<file path="config.mk">
export PLATFORM = sky130hd
export DESIGN_NAME = fast_square_step_scheduler
export DESIGN_NICKNAME = d
export VERILOG_FILES = /design/src/rtl/fast_square_step_scheduler.sv
export SDC_FILE = /design/constraint.sdc
export NUM_CORES = 1
export LEC_CHECK = 0
export ABC_AREA = 1
export BUFFER_PORTS_ARGS = -buffer_cell sky130_fd_sc_hd__buf_2
export CELL_PAD_IN_SITES_DETAIL_PLACEMENT = 1
export CELL_PAD_IN_SITES_GLOBAL_PLACEMENT = 1
export CORE_UTILIZATION = 43
export DETAILED_ROUTE_END_ITERATION = 16
export PLACE_DENSITY_LB_ADDON = 0.05
export SYNTH_ARGS = -nofsm -noshare
export SYNTH_HDL_FRONTEND = slang
export SYNTH_SLANG_ARGS = --single-unit
</file>
<file path="constraint.sdc">
create_clock -name clock -period 1.9 [get_ports clock]
set_input_delay 0.57 -clock clock [delete_from_list [all_inputs] [get_ports clock]]
set_output_delay 0.57 -clock clock [all_outputs]
set_load 0.005 [all_outputs]
</file>
<file path="src/rtl/fast_square_step_scheduler.sv">
// Frequency-step scheduler: pulses the synthesizer, blanks through settling, then qualifies PLL lock.
// Define FAST_SQUARE_PLL_RETRY_EN to re-pulse on lock timeout (up to MAX_RETRIES) before faulting.
module fast_square_step_scheduler #(
    parameter int NUM_FREQ_STEPS = 32,
    parameter int PULSE_TICKS    = 10,
    parameter int SETTLE_TICKS   = 640,
    parameter int LOCK_TIMEOUT   = 65535,
    parameter int MAX_RETRIES    = 3
) (
    input  logic       clock,
    input  logic       reset,
    input  logic       step_req,
    input  logic       sweep_reset,
    input  logic       pll_locked,
    output logic       synth_step,
    output logic       step_ready,
    output logic [7:0] step_index,
    output logic       busy,
    output logic       lock_fault,
    output logic       overrun,
    output logic [3:0] debug
);

    typedef enum logic [2:0] {
        IDLE      = 3'd0,
        PULSE     = 3'd1,
        SETTLE    = 3'd2,
        WAIT_LOCK = 3'd3,
        READY     = 3'd4,
        FAULT     = 3'd5
    } state_t;

    localparam logic [19:0] PULSE_LAST  = 20'(PULSE_TICKS - 1);
    localparam logic [19:0] SETTLE_LAST = 20'(SETTLE_TICKS - 1);
    localparam logic [19:0] TMO_LAST    = 20'(LOCK_TIMEOUT - 1);
    localparam logic [7:0]  IDX_LAST    = 8'(NUM_FREQ_STEPS - 1);
    localparam logic [4:0]  LOCK_LAST   = 5'd15;

    state_t      state_reg, state_next;
    logic [19:0] phase_cnt_reg, phase_cnt_next;
    logic [4:0]  lock_cnt_reg, lock_cnt_next;
    logic [19:0] tmo_cnt_reg, tmo_cnt_next;
    logic [7:0]  step_index_reg, step_index_next;
    logic        first_req_reg, first_req_next;
    logic        overrun_reg, overrun_next;
    logic        lock_fault_reg, lock_fault_next;
    logic [1:0]  sync_reg;
    logic        pll_sync;
    logic        lock_hit;
    logic        tmo_hit;
    logic        retry_ok;

    always_ff @(posedge clock) begin
        if (reset) begin
            sync_reg <= 2'b00;
        end else begin
            sync_reg <= {sync_reg[0], pll_locked};
        end
    end

    assign pll_sync = sync_reg[1];
    // Sixteenth consecutive locked sample, checked against the timeout in the same cycle.
    assign lock_hit = pll_sync && (lock_cnt_reg == LOCK_LAST);
    assign tmo_hit  = (tmo_cnt_reg >= TMO_LAST);

`ifdef FAST_SQUARE_PLL_RETRY_EN
    localparam int RETRY_W = (MAX_RETRIES > 1) ? $clog2(MAX_RETRIES + 1) : 1;
    localparam logic [RETRY_W-1:0] RETRY_LIMIT = RETRY_W'(MAX_RETRIES);

    logic [RETRY_W-1:0] retry_cnt_reg, retry_cnt_next;

    assign retry_ok = (retry_cnt_reg < RETRY_LIMIT);

    always_comb begin
        retry_cnt_next = retry_cnt_reg;
        if (sweep_reset || state_reg == READY) begin
            retry_cnt_next = '0;
        end else if (state_reg == WAIT_LOCK && !lock_hit && tmo_hit && retry_ok) begin
            retry_cnt_next = retry_cnt_reg + 1'b1;
        end
    end

    always_ff @(posedge clock) begin
        if (reset) begin
            retry_cnt_reg <= '0;
        end else begin
            retry_cnt_reg <= retry_cnt_next;
        end
    end
`else
    assign retry_ok = 1'b0;
`endif

    always_ff @(posedge clock) begin
        if (reset) begin
            state_reg      <= IDLE;
            phase_cnt_reg  <= '0;
            lock_cnt_reg   <= '0;
            tmo_cnt_reg    <= '0;
            step_index_reg <= '0;
            first_req_reg  <= 1'b1;
            overrun_reg    <= 1'b0;
            lock_fault_reg <= 1'b0;
        end else begin
            state_reg      <= state_next;
            phase_cnt_reg  <= phase_cnt_next;
            lock_cnt_reg   <= lock_cnt_next;
            tmo_cnt_reg    <= tmo_cnt_next;
            step_index_reg <= step_index_next;
            first_req_reg  <= first_req_next;
            overrun_reg    <= overrun_next;
            lock_fault_reg <= lock_fault_next;
        end
    end

    always_comb begin
        state_next      = state_reg;
        phase_cnt_next  = '0;
        lock_cnt_next   = lock_cnt_reg;
        tmo_cnt_next    = tmo_cnt_reg;
        step_index_next = step_index_reg;
        first_req_next  = first_req_reg;
        overrun_next    = overrun_reg;
        lock_fault_next = lock_fault_reg;

        if (sweep_reset) begin
            // Any coincident step_req is discarded here, so it never reaches overrun.
            state_next      = IDLE;
            lock_cnt_next   = '0;
            tmo_cnt_next    = '0;
            step_index_next = '0;
            first_req_next  = 1'b1;
            overrun_next    = 1'b0;
            lock_fault_next = 1'b0;
        end else begin
            if (step_req && state_reg != IDLE && state_reg != FAULT) begin
                overrun_next = 1'b1;
            end

            case (state_reg)
                IDLE: begin
                    if (step_req) begin
                        state_next     = PULSE;
                        first_req_next = 1'b0;
                        if (first_req_reg || step_index_reg >= IDX_LAST) begin
                            step_index_next = '0;
                        end else begin
                            step_index_next = step_index_reg + 8'd1;
                        end
                    end
                end
                PULSE: begin
                    if (phase_cnt_reg >= PULSE_LAST) begin
                        state_next = SETTLE;
                    end else begin
                        phase_cnt_next = phase_cnt_reg + 20'd1;
                    end
                end
                SETTLE: begin
                    if (phase_cnt_reg >= SETTLE_LAST) begin
                        state_next    = WAIT_LOCK;
                        lock_cnt_next = '0;
                        tmo_cnt_next  = '0;
                    end else begin
                        phase_cnt_next = phase_cnt_reg + 20'd1;
                    end
                end
                WAIT_LOCK: begin
                    lock_cnt_next = pll_sync ? (lock_cnt_reg + 5'd1) : 5'd0;
                    tmo_cnt_next  = tmo_cnt_reg + 20'd1;
                    if (lock_hit) begin
                        state_next = READY;
                    end else if (tmo_hit) begin
                        if (retry_ok) begin
                            state_next = PULSE;
                        end else begin
                            state_next      = FAULT;
                            lock_fault_next = 1'b1;
                        end
                    end
                end
                READY: begin
                    state_next = IDLE;
                end
                FAULT: begin
                    lock_fault_next = 1'b1;
                end
                default: begin
                    state_next = IDLE;
                end
            endcase
        end
    end

    assign synth_step = (state_reg == PULSE);
    assign step_ready = (state_reg == READY);
    assign busy       = (state_reg != IDLE);
    assign step_index = step_index_reg;
    assign lock_fault = lock_fault_reg;
    assign overrun    = overrun_reg;
    assign debug      = {lock_fault_reg, state_reg};

endmodule
</file>
==> impl_metrics.toml <==
[cts]
htreeDepth = 3
clockBufferDepth = 2
postCtsHoldBufs = 0
clock_sinks = 61
cts_resized = 0
tritoncts = "done"
post-cts-setup-buffers = 0
path_clk_slew_ns = 0.07
numCtsBuffers = 9
clk_latency_ns = 0.34
cts_root_buffer = "clkbuf_8"

[routing]
post-route-drc-count = 0
postRouteAntennaNets = 0
vias = 2739
first_pass_iters = 4
dr.first_iter.drc_count = 104
wl_per_cell_um = 12.2
wirelength_um = 6940
vias_per_cell = 4.83

[synthesis]
synthFlopType = "dfxtp_1"
synth_edf_count = 0
netlist_instances = 429
syn_area_um2 = 3030
ys_seq_area_share_pct = 40.2
ys_seq_elements = 61
async_flop_share_pct = 0
syn_avg_cell_area_um2 = 7.07
synth.distinct_cells = 34
yosys_warnings = 0

[power_and_ir_drop]
p_leak_nw = 1.44
finalPower_mw = 2.61
ir_drop_v = 0.000355
power_per_cell_area_nw_per_um2 = 751

[finish]
fin_util_pct = 51.3
final_nets = 480
drive_gt1_share_pct = 15.7
n_antenna_cell = 0
nFillCells = 917
area_delta_synth_final_pct = 14.8
final_cell_count_no_fill = 567

[setup_path]
rrSetupSlack_ns = 0.20
setup.worst_path.end_class = "output port"
critPathArrivalTime_ns = 1.24
crit_path_end = "busy"
critPathKind = "flip-flop to output port"
worstPathRequired_ns = 1.33
r2r-end = "lock_cnt_reg[0]"
r2r_cells = 13
crit_start = "state_reg[1]"
cp-start-kind = "flip-flop"
reg2reg_from = "phase_cnt_reg[0]"
cp_max_fo = 5

[timing]
drv_slew = 0
fin_skew_ns = 0.00666
hold_violations = 0
timing.fmax_mhz = 554
timing.final.crit_share_pct = 95.0
setup_viol = 0
hold_slack_ns = 0.410
rsz0062_at_grt = "no"
setup-tns-final_ns = 0
min_period_ns = 1.81

[floorplan]
core_um2 = 6790
rows = 30
die_h_um = 86
io_pins = 22
die-area_um2 = 7400
start_util_pct = 44.7
fp.dieW_um = 86

[global_routing]
busiest_layer = "met2"
grt.overflow.total = 0
grt_pass1_vias = 2707
met2_usage_pct = 36.4
met3_usage_pct = 4.04
grt_usage_pct = 21.0
antenna_found_initial = 0
grt_max_degree = 23
grt_util_met1_pct = 25.4
grt_pass1_wl_um = 12100

[job]
max_cap_violations = 0

[place]
gp_congestion = 0.767
dp.cells = 552
place_hpwl_um = 5090
io_buffers = 21

[hold_path]
hp-class = "primary input to flip-flop"

[status]
status = "complete, no violations"
[per-layer routing]
layer / up-vias / part of all wire (%)
li1: 1420 / -
met1: 1270 / 46
met2: 34 / 49
met3: 15 / 2.6
met4: 0 / 2.1
met5: - / 0
[report_power, final]
part | internal [mW] | switching, mW
clock | 0.665 | 0.518
combinational | 0.0405 | 0.0811
sequential | 1.30 | 0.0120
[synth_stat cells, drive strengths merged (3+ instances only)]
| master | instances | share of area [%] |
|---|---|---|
| clkbuf | 3 | 0.37 |
| a21oi | 33 | 5.8 |
| nand2 | 96 | 13 |
| inv | 67 | 8.3 |
| ha | 8 | 3.3 |
| nand3 | 32 | 5.9 |
| xnor2 | 4 | 1.2 |
| nand4 | 4 | 0.82 |
| nor3 | 9 | 1.8 |
| o21ai | 22 | 3.8 |
| buf | 5 | 1.6 |
| nor2 | 66 | 9.3 |
| dfxtp | 61 | 40 |
| xor2 | 5 | 1.4 |
[worst min path at each step]
| stage | slack [ns] | endpoint | cells past startpoint | from |
|---|---|---|---|---|
| 6_report | 0.41 | sync_reg[0] | 2 | reset |
| 3_3_place_gp | 0.40 | sync_reg[1] | 2 | sync_reg[0] |
| 5_1_grt | 0.40 | sync_reg[1] | 2 | reset |
| 3_5_place_dp | 0.41 | sync_reg[1] | 2 | sync_reg[0] |
| 2_1_floorplan | 0.39 | sync_reg[1] | 2 | sync_reg[0] |
| 4_1_cts | 0.40 | sync_reg[1] | 2 | reset |
[cells in the final DEF, fill, tap and decap left out, types with 3 or more instances in the layout]
cell and n:
inv_2 5, xnor2_1 4, o21ai_1 12, o21ai_0 9, nand3_2 4, buf_4 4, nor2_1 60, a21oi_2 3
xor2_1 5, a21oi_1 30, buf_2 21, nand3_1 28, nand2_2 8, nand4_1 4, dfxtp_1 61, conb_1 10
nand2_1 88, nor2_4 4, ha_1 8, inv_1 62, clkbuf_8 11, nor3_1 7
[through the flow]
stage / cell area [um^2] / setup WS (ns)
3_5_place_dp: 3280 / 0.190
2_1_floorplan: 3070 / 0.407
6_report: 3480 / 0.0943
4_1_cts: 3480 / 0.0814
3_3_place_gp: 3280 / 0.259
5_1_grt: 3480 / 0.0130
[worst max-delay path, cell delays in order, from the launching register on]
cell     delay (ns)
dfxtp_1        0.38
nor3_2         0.24
inv_1          0.13
buf_2          0.15
[area by class of cell]
| class | instances | area [um^2] | share of cell area, % |
|---|---|---|---|
| flip-flops and latches | 61 | 1220 | 35.1 |
| well taps | 96 | 120 | 3.45 |
| inverters | 68 | 255 | 7.33 |
| clock inverters | 4 | 47.5 | 1.37 |
| clock buffers | 11 | 151 | 4.35 |
| repair buffers | 26 | 155 | 4.46 |
| multi-input cells | 301 | 1530 | 44.0 |
[logic make-up (layout without fill, tap and decap cells)]
kind of cell             Yosys count  in the layout  synth area share, %
AO/OA/AOI/OAI                     63             63                 11.9
buffers and inverters             76            109                 10.4
other                              1             10                0.124
adder cells (fa/ha/maj)            8              8                 3.30
flip-flops                        61             61                 40.2
XOR/XNOR                           9              9                 2.60
AND/OR/NAND/NOR                  211            211                 31.5
(Power assumes the default switching activity.)
